--- src/rtl/l1vc_pkg.sv ---
// Shared types and default geometry for the L1 victim-cache requester.
package l1vc_pkg;
    localparam int L1VC_LINE_BITS = 256;
    localparam int L1VC_ADDR_BITS = 32;

    typedef enum logic [2:0] {
        IDLE = 3'd0,
        WB   = 3'd1,
        GAP  = 3'd2,
        FILL = 3'd3,
        DONE = 3'd4
    } l1vc_state_t;
endpackage

--- src/rtl/sat_counter.sv ---
// Saturating up-counter with a synchronous clear that beats a same-cycle increment.
module sat_counter #(
    parameter int W = 16
) (
    input  logic         clk,
    input  logic         rst_n,
    input  logic         inc,
    input  logic         clr,
    output logic [W-1:0] cnt
);
    always_ff @(posedge clk or negedge rst_n) begin
        if (!rst_n)
            cnt <= '0;
        else if (clr)
            cnt <= '0;
        else if (inc && cnt != {W{1'b1}})
            cnt <= cnt + {{(W-1){1'b0}}, 1'b1};
    end
endmodule

--- src/rtl/l1_vc_requester.sv ---
// Services one L1 miss per miss_req assertion: optional victim writeback,
// one idle gap, then a line fill from the victim cache.
module l1_vc_requester
    import l1vc_pkg::*;
#(
    parameter int LINE_BITS = L1VC_LINE_BITS,
    parameter int ADDR_BITS = L1VC_ADDR_BITS,
    parameter int CNT_BITS  = 16
) (
    input  logic                 clk,
    input  logic                 rst_n,
    input  logic                 miss_req,
    input  logic                 dirty,
    input  logic [ADDR_BITS-1:0] miss_addr,
    input  logic [ADDR_BITS-1:0] victim_addr,
    input  logic [LINE_BITS-1:0] victim_line,
    output logic                 vc_read,
    output logic                 vc_write,
    output logic [ADDR_BITS-1:0] vc_addr,
    output logic [LINE_BITS-1:0] vc_wdata,
    input  logic [LINE_BITS-1:0] vc_rdata,
    input  logic                 vc_resp,
    output logic [LINE_BITS-1:0] fill_line,
    output logic                 fill_valid,
    output logic                 done,
    output logic                 busy,
    input  logic                 clr_stats,
    output logic [CNT_BITS-1:0]  miss_count,
    output logic [CNT_BITS-1:0]  wb_count
);
    l1vc_state_t          state, state_n;
    logic                 armed;
    logic                 accept;
    logic                 wb_exit;
    logic [ADDR_BITS-1:0] miss_addr_q;
    logic [ADDR_BITS-1:0] victim_addr_q;

    assign accept  = (state == IDLE) && miss_req && armed;
    assign wb_exit = (state == WB) && vc_resp;

    always_ff @(posedge clk or negedge rst_n) begin
        if (!rst_n)
            state <= IDLE;
        else
            state <= state_n;
    end

    always_comb begin
        state_n  = state;
        vc_read  = 1'b0;
        vc_write = 1'b0;
        vc_addr  = '0;
        case (state)
            IDLE: if (accept) state_n = dirty ? WB : FILL;
            WB: begin
                vc_write = 1'b1;
                vc_addr  = victim_addr_q;
                if (vc_resp) state_n = GAP;
            end
            GAP:  state_n = FILL;
            FILL: begin
                vc_read = 1'b1;
                vc_addr = miss_addr_q;
                if (vc_resp) state_n = DONE;
            end
            DONE:    state_n = IDLE;
            default: state_n = IDLE;
        endcase
    end

    // armed re-arms on any low cycle of miss_req, so a held request is served once.
    always_ff @(posedge clk or negedge rst_n) begin
        if (!rst_n)
            armed <= 1'b1;
        else if (!miss_req)
            armed <= 1'b1;
        else if (accept)
            armed <= 1'b0;
    end

    // vc_wdata is only reloaded for dirty victims so it holds across non-WB states.
    always_ff @(posedge clk or negedge rst_n) begin
        if (!rst_n) begin
            miss_addr_q   <= '0;
            victim_addr_q <= '0;
            vc_wdata      <= '0;
        end else if (accept) begin
            miss_addr_q   <= miss_addr;
            victim_addr_q <= victim_addr;
            if (dirty) vc_wdata <= victim_line;
        end
    end

    always_ff @(posedge clk or negedge rst_n) begin
        if (!rst_n)
            fill_line <= '0;
        else if (state == FILL && vc_resp)
            fill_line <= vc_rdata;
    end

    assign fill_valid = (state == DONE);
    assign done       = (state == DONE);
    assign busy       = (state != IDLE);

    sat_counter #(.W(CNT_BITS)) u_miss_cnt (
        .clk(clk), .rst_n(rst_n), .inc(accept), .clr(clr_stats), .cnt(miss_count)
    );

    sat_counter #(.W(CNT_BITS)) u_wb_cnt (
        .clk(clk), .rst_n(rst_n), .inc(wb_exit), .clr(clr_stats), .cnt(wb_count)
    );
endmodule

--- config.mk ---
export PLATFORM = sky130hd
export DESIGN_NAME = l1_vc_requester
export DESIGN_NICKNAME = d
export VERILOG_FILES = /design/src/rtl/l1vc_pkg.sv /design/src/rtl/sat_counter.sv /design/src/rtl/l1_vc_requester.sv
export SDC_FILE = /design/constraint.sdc
export NUM_CORES = 1
export LEC_CHECK = 0
export CORE_AREA = 2 2 448 450
export CTS_BUF_LIST = sky130_fd_sc_hd__clkbuf_4 sky130_fd_sc_hd__clkbuf_8
export DETAILED_ROUTE_END_ITERATION = 8
export DIE_AREA = 0 0 450 452
export SLEW_MARGIN = 20
export SYNTH_ARGS = -nofsm -noshare
export SYNTH_HDL_FRONTEND = slang
export SYNTH_HIERARCHICAL = 1
export SYNTH_SLANG_ARGS = --single-unit
--- constraint.sdc ---
create_clock -name clk -period 4.7 [get_ports clk]
set_clock_uncertainty 0.2 [all_clocks]
set_input_delay 0.94 -clock clk [delete_from_list [all_inputs] [get_ports clk]]
set_output_delay 0.94 -clock clk [all_outputs]
set_load 0.02 [all_outputs]
==> impl_summary.txt <==
----------------------------------------------------
[Cells and area]
  Layout cell share with drive strength beyond 1 ... 0.120
  Top library cells by usage in the layout, fill and taps aside ... clkdlybuf4s50_1, nand2_1, dfrtp_1, mux2_1, clkbuf_8
  Most common library cell in the layout ignoring fill and taps ... clkdlybuf4s50_1
  Final standard cell utilization of the core ... 0.209
  Area added between synthesis and finish ... 71.6%
  Fillers ... 21700
  Final #Nets ... 3810

[Routing]
  WL met3 ... 13100 um
  Total routed wire length on the met1 layer ... 51600 um
  Detail-routed net length per standard cell ... 23.0 um
  Routed wire length ... 138000 um
  Routed via count ... 20900
  Top sig layer ... met5
  Starting DRC count in detailed routing ... 1334
  Vias per inst ... 3.49
  Router iterations before antenna repair ... 5
  Post-detailed-route DRC marker count ... 0
  ANT nets after route ... 0
  Total met2 wirelength after detailed routing ... 65900 um

[STA]
  Final total negative setup slack ... 0 ns
  Final Max Tran Viols ... 0
  Slew at the pin closest to its max-slew limit ... 1.02 ns
  Maximum operating frequency ... 0.226 GHz
  Setup Viol. Count Final ... 0
  Min Tclk post-route ... 4.43 ns
  Relative slew slack ... 0.323
  Final hold violation count ... 0
  Setup repair after global routing missed its margin ... no
  Final critical-path share of the clock period ... 0.943

[Global route]
  Number of global-route vias before repair ... 21100
  Total GRT Usage ... 0.131
  Sum of overflow across all layers after global routing ... 0
  Largest net degree at the start of global routing ... 124
  Wire length of the first global-routing pass ... 183000 um
  Number of antenna violations at the first check in global routing ... 115

[Placed design]
  Routability Congestion ... 0.946
  Detail Placement HPWL ... 113000 um
  Count of buffers from port buffering ... 1162

[Floorplanning]
  Die Span X ... 450 um
  Die Outline Area ... 203000 sq um
  CORE AREA ... 199000 sq um
  Die height ... 452 um
  Initial cell density of the core ... 0.122
  Site Rows ... 164
  I/O Pins ... 1163

[Clock tree]
  Resized cells post-CTS ... 0
  Clock transition at the register clock pins on the worst setup and hold paths after CTS ... 0.06 ns
  Clock tree root driver cell ... clkbuf_8
  Clock Path Buffers ... 3
  Number of hold buffers added after cts ... 1
  Clock tree from TritonCTS ... done
  Later-pin clock latency in the skew report ... 0.83 ns
  Number of setup buffers added after CTS ... 0
  Number of buffers created by CTS ... 114
  H-tree depth reported by CTS ... 3
  Total clock sinks ... 612

[Worst setup path]
  Worst reg-to-reg setup slack ... 1.59 ns
  Capturing point of the worst reg2reg path ... u_wb_cnt/cnt[3]
  CP Class ... register to primary output
  Top delay family on crit path ... buffers and inverters
  Crit path buffers/inverters ... 2
  Critical path startpoint category ... register
  Critical path launch point ... state[2]
  Largest stage delay on the critical path ... 0.69 ns
  Critical path, cell by cell ... and3b_1 -> buf_4 -> a22o_1 -> clkdlybuf4s50_1
  Critical path peak fanout ... 13
  Arrival @ worst endpoint ... 3.29 ns
  Crit end category ... primary output
  Endpoint of the most critical setup path ... vc_addr[16]
  Slowest stage cell, crit path ... clkdlybuf4s50_1
  Worst-case reg-to-reg path depth ... 6
  Launch instance of the worst register-to-register path ... state[0]
  Req. time, crit path ... 3.56 ns
  Stages on the worst setup path ... 4

[Synth]
  Area of the mapped netlist ... 24200 sq um
  Mean Syn Cell Area ... 12.0 sq um
  Count of yosys warnings during synthesis ... 6
  XOR/XNOR Fraction of Synth Area ... 0
  Arithmetic-cell share of the synthesized area counting full adders, half adders and majority gates ... 0.00103
  Distinct cells, synth ... 48
  Combinational family with the most area after synthesis ... multiplexers
  Fraction of synthesized area in multiplexers ... 0.159
  Area fraction in compound gates after synthesis ... 0.0255
  Post-synth net total ... 2599
  Post-synthesis sequential element count ... 612
  Synthesized netlist cell count ... 2015
  Sequential fraction of the synthesis area ... 0.633
  Area fraction in and, or, nand and nor cells after synthesis ... 0.148

[Run]
  Max Cap Violations ... 0

[Power]
  Leakage Power ... 17.8 nW
  Pwr dens ... 686 nW/um^2
  Pwr Total ... 28.5 mW
  Worst supply voltage drop on vdd ... 0.000264 V

[Min path]
  Hold WC Path Type ... register to register
  Hold path depth ... 2

[Status]
  Run status ... completed

----------------------------------------------------
-- worst min path at each step --
stage	from	end
after floorplan	armed	armed
after global placement	armed	armed
after detailed placement	armed	armed
after CTS	vc_rdata[28]	fill_line[28]
after global routing	vc_wdata[152]	vc_wdata[152]
final	armed	armed
-- registers in the layout (all words and copies together), names as in the netlist --
register / count
fill_line: 256
vc_wdata: 256
miss_addr_q: 32
victim_addr_q: 32
u_miss_cnt/cnt: 16
u_wb_cnt/cnt: 16
state: 3
armed: 1
-- power by group --
part	internal (mW)	total (mW)	leakage, nW	switching [mW]
registers	7.69	9.15	7.58	1.45
clock network	3.25	5.85	1.35	2.61
logic	6.02	13.5	8.84	7.45
-- per-layer routing --
metal / GRT usage / vias to the layer above
met5: 0 / -
met4: 0.0606 / 52
met3: 0.0512 / 317
met2: 0.217 / 977
met1: 0.147 / 10500
li1: - / 9145
-- cells by family after synthesis --
family / after synthesis
buffers and inverters: 118
muxes: 328
adders and majority gates: 2
AOI/OAI and AO/OA: 84
and+or+nand+nor: 871
DFF: 612
-- cell type report --
class,count,area (sq um),area share
inverter,7,33.8,0.000814
tap,2656,3320,0.0801
antenna,27,67.6,0.00163
sequential,612,15300,0.369
multi-input combinational,1285,8070,0.194
clock buffer,177,2200,0.0531
timing repair buffer,1206,12100,0.292
clock inverter,29,355,0.00856
-- cell usage after synthesis (all sizes together) --
cell type / n / area share
nand2: 783 / 0.12
dfrtp: 611 / 0.63
mux2: 328 / 0.16
clkbuf: 56 / 0.0087
buf: 55 / 0.024
a22o: 32 / 0.012
a21oi: 23 / 0.0048
nand4: 14 / 0.0041
o31ai: 14 / 0.0043
or4: 14 / 0.0046
nor2: 11 / 0.0025
nor4: 10 / 0.0038
nor2b: 8 / 0.0021
o21ai: 8 / 0.0017
nand3: 7 / 0.0014
or3: 7 / 0.0021
inv: 6 / 0.00093
and3: 4 / 0.0010
and4: 4 / 0.0017
a211oi: 2 / 0.0010
and2: 2 / 0.00052
ha: 2 / 0.0010
nand3b: 2 / 0.00062
nor3: 2 / 0.00041
o211ai: 2 / 0.0010
a221oi: 1 / 0.00036
a311oi: 1 / 0.00036
and3b: 1 / 0.00036
clkinv: 1 / 0.00016
dfstp: 1 / 0.0011
nand4b: 1 / 0.00036
nor3b: 1 / 0.00052
o31a: 1 / 0.00036
-- through the flow --
step                      std cells  hold WS, ns  worst slack (ns)  instance area (sq um)
after floorplan                2015        0.246              1.96                  24200
after global placement         5765        0.253              1.15                  38900
after detailed placement       5765        0.260              1.13                  38900
after CTS                      5972        0.242             0.200                  41400
after global routing           5982        0.293             0.134                  41500
final                          5999        0.266             0.270                  41500
-- worst min-delay path, stage by stage (launching register included) --
cell	delay [ns]
dfstp_2	0.37
nand2_1	0.05
nand2_1	0.04
Power figures use the tool's default switching activity.
